$ cat config.mk
export PLATFORM = sky130hd
export DESIGN_NAME = pll_dyn_cfg_ctrl
export DESIGN_NICKNAME = d
export VERILOG_FILES = /design/src/rtl/pll_dyn_cfg_ctrl.sv
export SDC_FILE = /design/constraint.sdc
export NUM_CORES = 1
export LEC_CHECK = 0
export CORE_MARGIN = 10
export CORE_UTILIZATION = 35
export CTS_CLUSTER_DIAMETER = 50
export DETAILED_ROUTE_END_ITERATION = 16
export HOLD_SLACK_MARGIN = 0.12
export PLACE_DENSITY = 0.6
export SYNTH_ARGS = -nofsm -noshare
export SYNTH_HDL_FRONTEND = slang
export SYNTH_SLANG_ARGS = --single-unit
$ cat constraint.sdc
create_clock -name clk -period 2.05 [get_ports clk]
set_clock_uncertainty 0.15 [all_clocks]
set_input_delay 0.3075 -clock clk [delete_from_list [all_inputs] [get_ports clk]]
set_output_delay 0.3075 -clock clk [all_outputs]
set_load 0.01 [all_outputs]
$ cat src/rtl/pll_dyn_cfg_ctrl.sv
// PLL dynamic-config sequencer: power-up lock, runtime reconfig,
// lock qualification with timeout/retry, and lock-loss relock.
module pll_dyn_cfg_ctrl #(
    parameter int DIV_W        = 10,
    parameter int ODIV_INIT    = 100,
    parameter int DUTY_INIT    = 100,
    parameter int RST_CYCLES   = 16,
    parameter int LOCK_TIMEOUT = 65535,
    parameter int LOCK_STABLE  = 8,
    parameter int MAX_RETRY    = 3
) (
    input  logic             clk,
    input  logic             rst_n,
    input  logic             cfg_req,
    input  logic [DIV_W-1:0] cfg_odiv,
    input  logic [DIV_W-1:0] cfg_duty,
    output logic             cfg_busy,
    output logic             cfg_done,
    output logic             cfg_err,
    output logic             pll_ready,
    output logic             lock_lost,
    output logic [1:0]       retry_cnt,
    output logic [DIV_W-1:0] dyn_odiv0,
    output logic [DIV_W-1:0] dyn_duty0,
    output logic             pll_rst,
    input  logic             pll_lock
);

    localparam int RW = $clog2(RST_CYCLES + 1);
    localparam int TW = $clog2(LOCK_TIMEOUT + 1);
    localparam int SW = $clog2(LOCK_STABLE + 1);

    localparam logic [RW-1:0] RST_LAST  = RW'(RST_CYCLES - 1);
    localparam logic [TW-1:0] TO_LAST   = TW'(LOCK_TIMEOUT - 1);
    localparam logic [SW-1:0] ST_LAST   = SW'(LOCK_STABLE - 1);
    localparam logic [1:0]    RETRY_MAX = 2'(MAX_RETRY);

    typedef enum logic [1:0] {
        IDLE,
        RST,
        WAIT_LOCK,
        STABLE
    } state_t;

    state_t           state_q, state_d;
    logic [RW-1:0]    rst_cnt_q, rst_cnt_d;
    logic [TW-1:0]    to_cnt_q, to_cnt_d;
    logic [SW-1:0]    st_cnt_q, st_cnt_d;
    logic [1:0]       retry_q, retry_d;
    logic [DIV_W-1:0] odiv_q, odiv_d;
    logic [DIV_W-1:0] duty_q, duty_d;
    logic             prst_q, prst_d;
    logic             ready_q, ready_d;
    logic             done_q, done_d;
    logic             err_q, err_d;
    logic             lost_q, lost_d;
    logic             sync1_q, lock_s;
    logic             req_ok;

    // pll_lock is asynchronous to clk
    always_ff @(posedge clk or negedge rst_n) begin
        if (!rst_n) begin
            sync1_q <= 1'b0;
            lock_s  <= 1'b0;
        end else begin
            sync1_q <= pll_lock;
            lock_s  <= sync1_q;
        end
    end

    assign req_ok = (cfg_odiv != '0) && (cfg_duty != '0) &&
                    ({1'b0, cfg_duty} <= {cfg_odiv, 1'b0});

    always_ff @(posedge clk or negedge rst_n) begin
        if (!rst_n) begin
            state_q   <= RST;
            rst_cnt_q <= '0;
            to_cnt_q  <= '0;
            st_cnt_q  <= '0;
            retry_q   <= '0;
            odiv_q    <= DIV_W'(ODIV_INIT);
            duty_q    <= DIV_W'(DUTY_INIT);
            prst_q    <= 1'b1;
            ready_q   <= 1'b0;
            done_q    <= 1'b0;
            err_q     <= 1'b0;
            lost_q    <= 1'b0;
        end else begin
            state_q   <= state_d;
            rst_cnt_q <= rst_cnt_d;
            to_cnt_q  <= to_cnt_d;
            st_cnt_q  <= st_cnt_d;
            retry_q   <= retry_d;
            odiv_q    <= odiv_d;
            duty_q    <= duty_d;
            prst_q    <= prst_d;
            ready_q   <= ready_d;
            done_q    <= done_d;
            err_q     <= err_d;
            lost_q    <= lost_d;
        end
    end

    always_comb begin
        state_d   = state_q;
        rst_cnt_d = rst_cnt_q;
        to_cnt_d  = to_cnt_q;
        st_cnt_d  = st_cnt_q;
        retry_d   = retry_q;
        odiv_d    = odiv_q;
        duty_d    = duty_q;
        prst_d    = prst_q;
        ready_d   = ready_q;
        done_d    = 1'b0;
        err_d     = 1'b0;
        lost_d    = 1'b0;
        unique case (state_q)
            IDLE: begin
                // relock wins over a request arriving in the same cycle
                if (ready_q && !lock_s) begin
                    lost_d    = 1'b1;
                    ready_d   = 1'b0;
                    retry_d   = '0;
                    state_d   = RST;
                    prst_d    = 1'b1;
                    rst_cnt_d = '0;
                end else if (cfg_req) begin
                    if (req_ok) begin
                        odiv_d    = cfg_odiv;
                        duty_d    = cfg_duty;
                        retry_d   = '0;
                        ready_d   = 1'b0;
                        state_d   = RST;
                        prst_d    = 1'b1;
                        rst_cnt_d = '0;
                    end else begin
                        err_d = 1'b1;
                    end
                end
            end
            RST: begin
                if (rst_cnt_q == RST_LAST) begin
                    state_d  = WAIT_LOCK;
                    prst_d   = 1'b0;
                    to_cnt_d = '0;
                end else begin
                    rst_cnt_d = rst_cnt_q + RW'(1);
                end
            end
            WAIT_LOCK, STABLE: begin
                if (to_cnt_q == TO_LAST) begin
                    if (retry_q < RETRY_MAX) begin
                        retry_d   = retry_q + 2'd1;
                        state_d   = RST;
                        prst_d    = 1'b1;
                        rst_cnt_d = '0;
                    end else begin
                        err_d   = 1'b1;
                        ready_d = 1'b0;
                        state_d = IDLE;
                    end
                end else begin
                    to_cnt_d = to_cnt_q + TW'(1);
                    if (state_q == WAIT_LOCK) begin
                        if (lock_s) begin
                            state_d  = STABLE;
                            st_cnt_d = '0;
                        end
                    end else if (!lock_s) begin
                        state_d = WAIT_LOCK;
                    end else if (st_cnt_q == ST_LAST) begin
                        done_d  = 1'b1;
                        ready_d = 1'b1;
                        state_d = IDLE;
                    end else begin
                        st_cnt_d = st_cnt_q + SW'(1);
                    end
                end
            end
            default: state_d = RST;
        endcase
    end

    assign cfg_busy  = (state_q != IDLE);
    assign cfg_done  = done_q;
    assign cfg_err   = err_q;
    assign pll_ready = ready_q;
    assign lock_lost = lost_q;
    assign retry_cnt = retry_q;
    assign dyn_odiv0 = odiv_q;
    assign dyn_duty0 = duty_q;
    assign pll_rst   = prst_q;

endmodule

==> metrics.txt <==
Synth top area share 0.405; routed length per placed instance 15.8 um; syn_area_per_cell between 10 and 15 um^2; full die area between 0.01 and 0.015 mm^2; Nets between 400 and 500; IO Count between 50 and 60; Pleak around 1.9 nW; Ys Warns 0; post-detail-place hpwl around 6000 um; Min Clock Period, post-route 2090 ps; Pins Over Slew Limit 0; clock slew at reported path FFs roughly 100 ps; Chip Width 112 um; power density cells roughly 1000 mW/mm^2; Detailed Route Iter0 Violations 83; Worst Hold Class input pin to flip-flop; final wirelength 8030 um; share of cells above drive strength 1 0.387; CP Max Fanout 5; fin area ~0.0044 mm^2; top_reg_cell synth dfrtp_1; CP startpoint cfg_odiv[7]; worst reg2reg path startpoint state_q[1]; footprint of the multi-input gates between 0.0015 and 0.002 mm^2; total CTS buffers 5; drt drc 0; antenna diode instance count 0; Syn Inst Count 290; CP Class input pin to flip-flop; asr flop ratio synth 1.00; Detailed Routing Iterations Pass 1 4; later-pin clock latency in the skew report 320 ps; post-route setup slack -43.9 ps; Worst-Margin Slew roughly 400 ps; Tot GR Track Use 0.127; capturing point of the worst reg2reg path dyn_duty0[3]; syn nets 329; Top Layer Used met4; area of the core about 0.008 mm^2; fmax between 0.4 and 0.5 GHz; area delta synth->final 47.5%; leading area contributor after synthesis dfrtp_1; Vias/cell approximately 5.1; M1 WL 3600 um; largest net degree at the start of global routing 57; status finished with violations; die height 112 um; final period utilization 1.02; violated checks negative setup slack; Placed Area between 0.004 and 0.005 mm^2; row count 33; Port Buffer Count just over 50; sequential area share after synthesis 0.476; Distinct cells, synth 48; initial antenna violation count 0; crit end category flip-flop; CTS tree done; first-pass GRT wire length about 13000 um; Worst EP required 2100 ps; Worst setup SP type input pin; top post-synthesis cells by area dfrtp_1 (41%), mux2_2 (8.0%), dfstp_2 (7.1%); CTS Buffer Depth 2; routability cong. between 0.8 and 0.9; Initial Util 0.361; Root Buffer clkbuf_8; vias in the first global route ~2700; maxcap violations 0; met2 wire length between 4000 and 5000 um; Routed Antenna Nets 0; Final Hold Viols 0; fillers around 750; RSZ-0062 raised after global routing yes; Worst slew margin 0.730; number of synthesized flops with an enable pin 0; Peak supply drop 0.352 mV; Sink Count 56; crit path DAT 2150 ps; H-tree levels 2; routed vias 2591; Synth Register Bits 56; R2R Setup Slk around 10 ps; end of the critical path dyn_duty0[3]; grt total ovfl 0; register area ~0.0014 mm^2; Worst Reg-to-Reg Cells 6; Setup Viol. Count Final 15; final hold slack ~170 ps; met3 wire len 242 um; Syn Std Cell Area roughly 0.003 mm^2
-- flip-flops by register name, indices dropped and copies added (netlist names) --
signal and cells:
pll_rst 1, st_cnt_q 4, sync1_q 1, to_cnt_q 16, state_q 2, pll_ready 1, dyn_odiv0 10, lock_s 1
cfg_err 1, dyn_duty0 10, cfg_done 1, retry_cnt 2, lock_lost 1, rst_cnt_q 5
-- kinds of logic after synthesis --
logic type	after synthesis	share of synthesized area
XOR/XNOR	6	0.0177
adder cells (fa/ha/maj)	15	0.0633
multiplexers	23	0.0866
flip-flops	56	0.476
buffers and inverters	26	0.0388
AND/OR/NAND/NOR	108	0.192
AO/OA/AOI/OAI	56	0.125
-- cells in the final DEF, fill, tap and decap left out, types with 4 or more instances in the layout --
| master | instances |
|---|---|
| a21oi_1 | 12 |
| and3_1 | 4 |
| buf_2 | 17 |
| buf_4 | 56 |
| buf_6 | 4 |
| clkbuf_8 | 7 |
| clkdlybuf4s50_1 | 29 |
| dfrtp_1 | 48 |
| dfstp_2 | 8 |
| ha_1 | 4 |
| ha_4 | 9 |
| inv_1 | 10 |
| inv_2 | 7 |
| mux2_4 | 19 |
| nand2_1 | 20 |
| nand3_1 | 13 |
| nand4_1 | 10 |
| nor2_1 | 17 |
| nor2b_1 | 4 |
| nor3_1 | 8 |
| nor4_1 | 6 |
| o211ai_1 | 4 |
| o21ai_0 | 12 |
| or3_1 | 4 |
| xor2_1 | 5 |
-- cell type report --
| type | instances | share of cell area |
|---|---|---|
| Clock buffer | 7 | 0.0220 |
| Multi-Input combinational cell | 208 | 0.391 |
| Inverter | 18 | 0.0160 |
| Timing Repair Buffer | 113 | 0.211 |
| Tap cell | 105 | 0.0301 |
| Sequential cell | 56 | 0.323 |
| Clock inverter | 1 | 0.00687 |
-- through the flow --
step / setup WS (ps) / std cells / TNS (ps) / util / total power, W
global placement: -717 / 493 / -20190 / 0.496 / 0.00365
floorplan: -117 / 290 / -2340 / - / 0.00271
finish: -43.9 / 508 / -464 / 0.532 / 0.00455
global route: -94.5 / 508 / -1820 / 0.532 / 0.00484
detailed placement: -736 / 493 / -20860 / 0.496 / 0.00368
CTS: -11.1 / 507 / -36.7 / 0.524 / 0.00453
-- routing by layer --
metal / vias up / GRT usage
li1: 1285 / -
met1: 1257 / 0.154
met2: 38 / 0.216
met3: 11 / 0.0231
met4: 0 / 0.0491
met5: - / 0
-- critical path, cell delays in order --
cell and delay, ps:
buf_8 100, inv_4 40, ha_4 190, a211oi_2 210, o21ai_1 120, o32a_1 350
nor3_4 320, buf_6 190, mux2_4 300
-- how the worst min path moves through the flow --
stage / start / end / slack [ps] / depth (start not counted)
detailed placement: rst_n / dyn_duty0[7] / 180 / 2
finish: cfg_odiv[7] / dyn_odiv0[7] / 170 / 3
global placement: rst_n / dyn_duty0[4] / 180 / 2
CTS: cfg_odiv[7] / dyn_odiv0[7] / 170 / 3
global route: cfg_odiv[7] / dyn_odiv0[7] / 180 / 3
floorplan: rst_n / cfg_done / -140 / 0
-- synth_stat cells, types with 3 or more instances --
cell type and n:
o31ai_1 3, dfstp_2 8, nor2b_1 4, nand3_1 14
dfrtp_1 48, ha_1 15, xor2_1 5, nand2_1 22
nand4_1 10, o21ai_0 14, nor3_1 10, o211ai_1 4
nand2b_1 3, and3_1 5, or3_1 4, inv_1 18
nor4_1 7, a22o_1 3, nor2_1 20, mux2_2 21
a21oi_1 12, o22ai_1 3, clkbuf_1 3
-- timing repair --
action / in CTS / in global routing
resized for setup: 104 / 17
gates cloned: 2 / 0
endpoints found under the hold margin: 57 / 0
setup endpoints to repair: 34 / 35
pin swaps: 17 / 1
hold buffers: 2 / 0
setup buffers: 2 / 1
-- power by group --
group | internal [W] | total [W] | switching (W)
clock network | 0.000432 | 0.000794 | 0.000362
logic | 0.00115 | 0.00203 | 0.000880
registers | 0.00149 | 0.00172 | 0.000236
total | 0.00307 | 0.00455 | 0.00148
Power figures use the tool's default switching activity.
